--- config.mk ---
export PLATFORM = sky130hd
export DESIGN_NAME = cam_frame_buf_ctrl
export DESIGN_NICKNAME = d
export VERILOG_FILES = /design/src/rtl/cam_frame_buf_ctrl.sv
export SDC_FILE = /design/constraint.sdc
export NUM_CORES = 2
export LEC_CHECK = 0
export ABC_CLOCK_PERIOD_IN_PS = 39300
export CAP_MARGIN = 5
export CORE_MARGIN = 4
export CORE_UTILIZATION = 59
export DETAILED_ROUTE_END_ITERATION = 8
export PLACE_DENSITY_LB_ADDON = 0.25
export SKIP_LAST_GASP = 1
export SLEW_MARGIN = 20
export SYNTH_ARGS = -nofsm -noshare
export SYNTH_HDL_FRONTEND = slang
export SYNTH_SLANG_ARGS = --single-unit
--- constraint.sdc ---
create_clock -name camera_pclk -period 39.3 [get_ports camera_pclk]
set_input_delay 7.86 -clock camera_pclk [delete_from_list [all_inputs] [get_ports camera_pclk]]
set_output_delay 7.86 -clock camera_pclk [all_outputs]
set_load 0.01 [all_outputs]
--- src/rtl/cam_frame_buf_ctrl.sv ---
// Frame-buffer write controller: queues packed camera words in a small FIFO and
// writes them into one of three rotating DDR buffers, publishing only complete frames.
module cam_frame_buf_ctrl #(
  parameter int                ADDR_W          = 28,
  parameter logic [ADDR_W-1:0] FRAME_BASE      = 28'h0,
  parameter logic [ADDR_W-1:0] FRAME_STRIDE    = 28'h0100000,
  parameter int                WORDS_PER_FRAME = 28800,
  parameter int                FIFO_DEPTH      = 8
) (
  input  logic              camera_pclk,
  input  logic              rst_n,
  input  logic              init_done,
  input  logic              camera_vsync,
  input  logic              wr_valid,
  input  logic [255:0]      wr_data,
  output logic              ddr_wr_req,
  output logic [ADDR_W-1:0] ddr_wr_addr,
  output logic [255:0]      ddr_wr_data,
  input  logic              ddr_wr_ack,
  input  logic [1:0]        disp_busy_buf,
  output logic [1:0]        disp_buf,
  output logic              frame_done,
  output logic              frame_err,
  output logic              fifo_ovf
);

  localparam int DATA_W = 256;
  localparam int PTR_W  = $clog2(FIFO_DEPTH);
  localparam int CNT_W  = $clog2(WORDS_PER_FRAME + 1);

  typedef enum logic [2:0] {
    S_IDLE,
    S_WAIT_VS,
    S_CAPTURE,
    S_DRAIN,
    S_COMMIT
  } state_t;

  state_t            state_q;
  logic              vs_q;
  logic [1:0]        wr_buf_q;
  logic [1:0]        wr_buf_d;
  logic [CNT_W-1:0]  in_cnt_q;
  logic [CNT_W-1:0]  out_cnt_q;
  logic              bad_q;
  logic              ovf_q;
  logic [1:0]        disp_buf_q;
  logic              done_q;
  logic              err_q;

  logic [DATA_W-1:0] mem_q [FIFO_DEPTH];
  logic [PTR_W-1:0]  wr_ptr_q;
  logic [PTR_W-1:0]  rd_ptr_q;
  logic [PTR_W:0]    count_q;

  logic              vs_rise;
  logic              vs_fall;
  logic              fifo_full;
  logic              fifo_empty;
  logic              pop;
  logic              room;
  logic              in_cap;
  logic              at_limit;
  logic              push;
  logic              drop_full;
  logic              drop_limit;
  logic [ADDR_W-1:0] buf_off;
  logic [ADDR_W-1:0] word_off;

  assign vs_rise    = camera_vsync & ~vs_q;
  assign vs_fall    = ~camera_vsync & vs_q;
  assign fifo_full  = (count_q == (PTR_W+1)'(FIFO_DEPTH));
  assign fifo_empty = (count_q == '0);
  assign pop        = ddr_wr_req & ddr_wr_ack;
  // A pop in the same cycle frees the slot, so a full FIFO can still take a word.
  assign room       = ~fifo_full | pop;
  assign in_cap     = (state_q == S_CAPTURE) & wr_valid;
  assign at_limit   = (in_cnt_q == CNT_W'(WORDS_PER_FRAME));
  assign push       = in_cap & ~at_limit & room;
  assign drop_full  = in_cap & ~at_limit & ~room;
  assign drop_limit = in_cap & at_limit;

  // Lowest buffer that is neither the published one nor the one being scanned.
  always_comb begin
    wr_buf_d = 2'd2;
    if (disp_buf_q != 2'd1 && disp_busy_buf != 2'd1) wr_buf_d = 2'd1;
    if (disp_buf_q != 2'd0 && disp_busy_buf != 2'd0) wr_buf_d = 2'd0;
  end

  always_comb begin
    buf_off = '0;
    case (wr_buf_q)
      2'd1:    buf_off = FRAME_STRIDE;
      2'd2:    buf_off = FRAME_STRIDE + FRAME_STRIDE;
      default: buf_off = '0;
    endcase
  end

  assign word_off    = ADDR_W'(out_cnt_q) << 5;
  assign ddr_wr_req  = ~fifo_empty;
  assign ddr_wr_addr = FRAME_BASE + buf_off + word_off;
  assign ddr_wr_data = ddr_wr_req ? mem_q[rd_ptr_q] : '0;

  assign disp_buf    = disp_buf_q;
  assign frame_done  = done_q;
  assign frame_err   = err_q;
  assign fifo_ovf    = ovf_q;

  always_ff @(posedge camera_pclk) begin
    if (push) mem_q[wr_ptr_q] <= wr_data;
  end

  always_ff @(posedge camera_pclk or negedge rst_n) begin
    if (!rst_n) begin
      wr_ptr_q <= '0;
      rd_ptr_q <= '0;
      count_q  <= '0;
    end else begin
      if (push) wr_ptr_q <= wr_ptr_q + PTR_W'(1);
      if (pop)  rd_ptr_q <= rd_ptr_q + PTR_W'(1);
      count_q <= count_q + (PTR_W+1)'(push) - (PTR_W+1)'(pop);
    end
  end

  always_ff @(posedge camera_pclk or negedge rst_n) begin
    if (!rst_n) begin
      state_q    <= S_IDLE;
      vs_q       <= 1'b0;
      wr_buf_q   <= 2'd0;
      in_cnt_q   <= '0;
      out_cnt_q  <= '0;
      bad_q      <= 1'b0;
      ovf_q      <= 1'b0;
      disp_buf_q <= 2'd0;
      done_q     <= 1'b0;
      err_q      <= 1'b0;
    end else begin
      vs_q   <= camera_vsync;
      done_q <= 1'b0;
      err_q  <= 1'b0;
      if (push) in_cnt_q  <= in_cnt_q + CNT_W'(1);
      if (pop)  out_cnt_q <= out_cnt_q + CNT_W'(1);
      if (drop_full) begin
        ovf_q <= 1'b1;
        bad_q <= 1'b1;
      end
      if (drop_limit) bad_q <= 1'b1;
      case (state_q)
        S_IDLE: begin
          if (init_done) state_q <= S_WAIT_VS;
        end
        S_WAIT_VS: begin
          if (vs_fall) begin
            wr_buf_q  <= wr_buf_d;
            in_cnt_q  <= '0;
            out_cnt_q <= '0;
            ovf_q     <= 1'b0;
            bad_q     <= 1'b0;
            state_q   <= S_CAPTURE;
          end
        end
        S_CAPTURE: begin
          if (vs_rise) state_q <= S_DRAIN;
        end
        S_DRAIN: begin
          if (fifo_empty) state_q <= S_COMMIT;
        end
        S_COMMIT: begin
          if (!bad_q && at_limit) begin
            disp_buf_q <= wr_buf_q;
            done_q     <= 1'b1;
          end else begin
            err_q <= 1'b1;
          end
          state_q <= S_WAIT_VS;
        end
        default: state_q <= S_IDLE;
      endcase
    end
  end

endmodule

==> summary.md <==
The run finished with clean final reports. The most common cell in the synthesized netlist is sky130_fd_sc_hd__edfxtp_1. Headroom to the max-slew limit came out at 18.2%. Synthesis handed over a netlist of 3,533 instances. Across all setup checks in the final design, the least slack found is 24,650 ps. Entering global routing, the biggest net connects 164 pins.

Summing all multi-input logic gate instances after layout gives 16,500 µm². The cell at the slowest stage of the critical path is sky130_fd_sc_hd__dfrtp_4. The cell type with the largest total area after synthesis was sky130_fd_sc_hd__edfxtp_1.

Max-cap violations in this run came to 0. The net count of the finished layout is 4,432, and the flip-flop and latch count after synthesis is 2,100. The arrival time reported for the critical path endpoint came out at 6790 ps. For this run, the leading register cell type out of synthesis is sky130_fd_sc_hd__edfxtp_1.

VDD sags by at most 0.0000572 V. The number of cells on the worst hold path was 1; the die span in x was 376 µm. The tools report the number of antenna violations at the first check in global routing as 53. The number of detailed-routing iterations run before antenna repair came out at 5. The tools report the routed wire length as 172,000 µm. TritonCTS built the clock tree. The remaining antenna violation count is 0, and the average cell area after synthesis is 22.7 µm².

The layout has 7,943 filler cells. The logs give 0 for the number of endpoints with negative hold slack in the final report and 34,550 ps for the register-to-register setup slack. The power density normalized to cell area is 71.0 nW/µm². The number of buffers added on ports is 542, and the number of distinct standard cells referenced by the synthesized netlist is 51. Data on the critical path is required at its endpoint by 31,440 ps. The setup path with the least slack is of type reg -> out.

Measured along the y axis, the die boundary spans 376 µm. The post-route netlist has 20.1% of its cells at a drive strength greater than 1. In this run the clock root is driven by a sky130_fd_sc_hd__clkbuf_16. The netlist area before placement came out at 80,100 µm². The ratio of final minimum period to clock period was 37.3%; the portion of synthesized cell area occupied by the leading cell type was 76.8%. Once the floorplan was initialized, standard cells occupied 59.7% of the core.

The number of vias per cell after detailed routing was 6.15; the clock period minus worst slack was 14,650 ps. The CTS buffer count was 201; the fraction of synthesis flops using an asynchronous set or reset pin was 2.48%. The HPWL reported at the end of detailed placement is 90,700 µm. The commonest cells after synthesis are sky130_fd_sc_hd__edfxtp_1 (2,048), sky130_fd_sc_hd__mux4_2 (512), sky130_fd_sc_hd__nor2_1 (270). Derived from the worst setup path, the maximum achievable clock frequency is 0.0683 GHz. The number of gates given a new drive strength after cts was 0.

The clock-pin slew reported for the worst setup and hold paths after clock tree synthesis was 60 ps. In this design, the critical path's most frequently occurring cell is sky130_fd_sc_hd__buf_4. The detailed router finished its first iteration with 3,405 violations. Dividing the detail-routed wire length by the instance count gives 28.1 µm. All-layer global routing usage: 24.6%.

The number of buffers on the longest clock path came out at 3. Counting both buffers and inverters, the worst setup path holds a total of 6. The first global-routing pass estimated 258,000 µm of wire. In this run the count of I/O pins placed on the die edge is 554. For the register cell area after layout, the log shows 62,800 µm². The via count of the first global-routing pass came out at 39,786. The total DRC errors in the routed layout was 0. Along the worst path, the maximum fanout reaches 83.

The total number of vias came out at 37,693. The aggregate global routing overflow came out at 0. Summing the sequential cell areas from Yosys gives 78.4% of the chip area. Type of destination of the critical path: a primary output. In this design, the largest share of critical-path delay is due to buffers and inverters.

The clock tree synthesis step divided the H-tree into 4 levels. In this design, the stage delay of the slowest critical-path cell is 960 ps. The run gives 0.795 as the last weighted congestion value of the routability-driven placer. The number of setup buffers added after CTS is 0. The clock net in this run drives a total of 2,100 sinks. By area the synthesized netlist is led by sky130_fd_sc_hd__edfxtp_1 (77%), sky130_fd_sc_hd__mux4_2 (14%), sky130_fd_sc_hd__mux2i_1 (3.2%).

The core region is 134,000 µm². The synthesized design contains 2,048 enable-type register cells. The max-slew violation count came out at 0.

Setup repair after global routing left no endpoint under its margin. At the pin with the least slew margin, the transition time is 1230 ps. For this design the static power due to leakage is 30.5 nW. During synthesis, Yosys emitted a total of 0 warnings.

The run gives 25,360 ps as the post-place setup slack. In this run the number of cells on the critical path is 9. For the number of endpoints failing setup at the final stage, the log shows 0. The post-route worst hold slack is 535 ps, and the logic depth of the worst register-to-register path is 9.

The floorplan has 134 rows. Setup TNS: 0 ps. The clock arrives with 29.9 ps of skew. The die area was 142,000 µm². Type of origin of the critical path: a register. Clock latency on the worst-skew pair, taken at its later pin, is 800 ps. The worst hold path belongs to the class reg -> reg.

The cts-stage hold buffer count is 0. The signal on the critical path passes through buf_4 > buf_4 > buf_4 > buf_12 > buf_16 > mux4_2 > mux2i_1 > nor2_1 > clkdlybuf4s50_1. The synthesis-to-finish area growth came out at 17.4%.
## metrics by stage
stage | total power, mW | std cells | utilization, % | area [µm²]
after global placement | 4.87 | 5721 | 65.3 | 87600
after detailed placement | 4.89 | 5721 | 65.3 | 87600
after CTS | 6.74 | 6092 | 70.0 | 93900
final | 6.67 | 6129 | 70.1 | 94000
after global routing | 6.97 | 6116 | 70.1 | 94000
after floorplan | 4.06 | 3543 | - | 80100
## state kept, by name (all words and copies together) (netlist names)
register    cells
frame_err       1
frame_done      1
bad_q           1
wr_buf_q        2
fifo_ovf        1
wr_ptr_q        3
mem_q        2048
count_q         4
vs_q            1
in_cnt_q       15
rd_ptr_q        3
disp_buf        2
out_cnt_q      15
state_q         3
## final timing paths
check,startpoint,end
worst min-delay path,disp_buf[1]$_DFFE_PN0P_,wr_buf_q[1]$_DFFE_PN0P_
worst max-delay path,rd_ptr_q[0]$_DFFE_PN0N_,ddr_wr_data[249]
worst min register to register,disp_buf[1]$_DFFE_PN0P_,wr_buf_q[1]$_DFFE_PN0P_
min in group asynchronous,rst_n,out_cnt_q[12]$_DFF_PN0_
max in group asynchronous,rst_n,rd_ptr_q[2]$_DFFE_PN0N_
worst max register to register,count_q[2]$_DFF_PN0_,mem_q[4][33]$_DFFE_PP_
## layer usage
| metal | wire length, µm | share of wire, % | track usage, % | up-vias |
|---|---|---|---|---|
| met5 | 185 | 0.11 | 0 | - |
| met4 | 5420 | 3.1 | 9.04 | 30 |
| met3 | 14000 | 8.1 | 6.50 | 303 |
| met2 | 85400 | 50 | 39.2 | 1475 |
| met1 | 67400 | 39 | 33.5 | 19866 |
| li1 | - | - | - | 16019 |
## layout by cell type (no fill, tap or decap), drive strengths merged, types with 17 or more instances in the layout
master            n
nand2            26
mux4            512
mux2i           258
edfxtp         2048
a21oi            23
or4              17
clkdlybuf4s50   541
clkinv           93
inv              18
nor2            270
diode            36
buf              61
clkbuf          250
dfrtp            52
## power by group
group	internal (mW)	switching (mW)	total (mW)
clock network	1.04	0.803	1.85
registers	2.60	0.0745	2.68
logic	1.09	1.06	2.15
total	4.73	1.94	6.67
## layout make-up
class,count,area share (%)
clock inverter,121,1.10
clock buffer,250,5.64
multi-input combinational,1241,17.6
antenna,36,0.0958
sequential,2100,66.8
timing repair buffer,602,6.40
tap,1768,2.35
inverter,11,0.0439
## cells by family after synthesis
| logic type | synth area share, % |
|---|---|
| XOR/XNOR | 0.131 |
| other | 0.00468 |
| AND/OR/NAND/NOR | 2.06 |
| adder cells (fa/ha/maj) | 0.181 |
| buffers and inverters | 1.09 |
| flip-flops | 78.4 |
| multiplexers | 17.7 |
| AO/OA/AOI/OAI | 0.469 |
No activity file was read; power rests on OpenSTA's default activity.
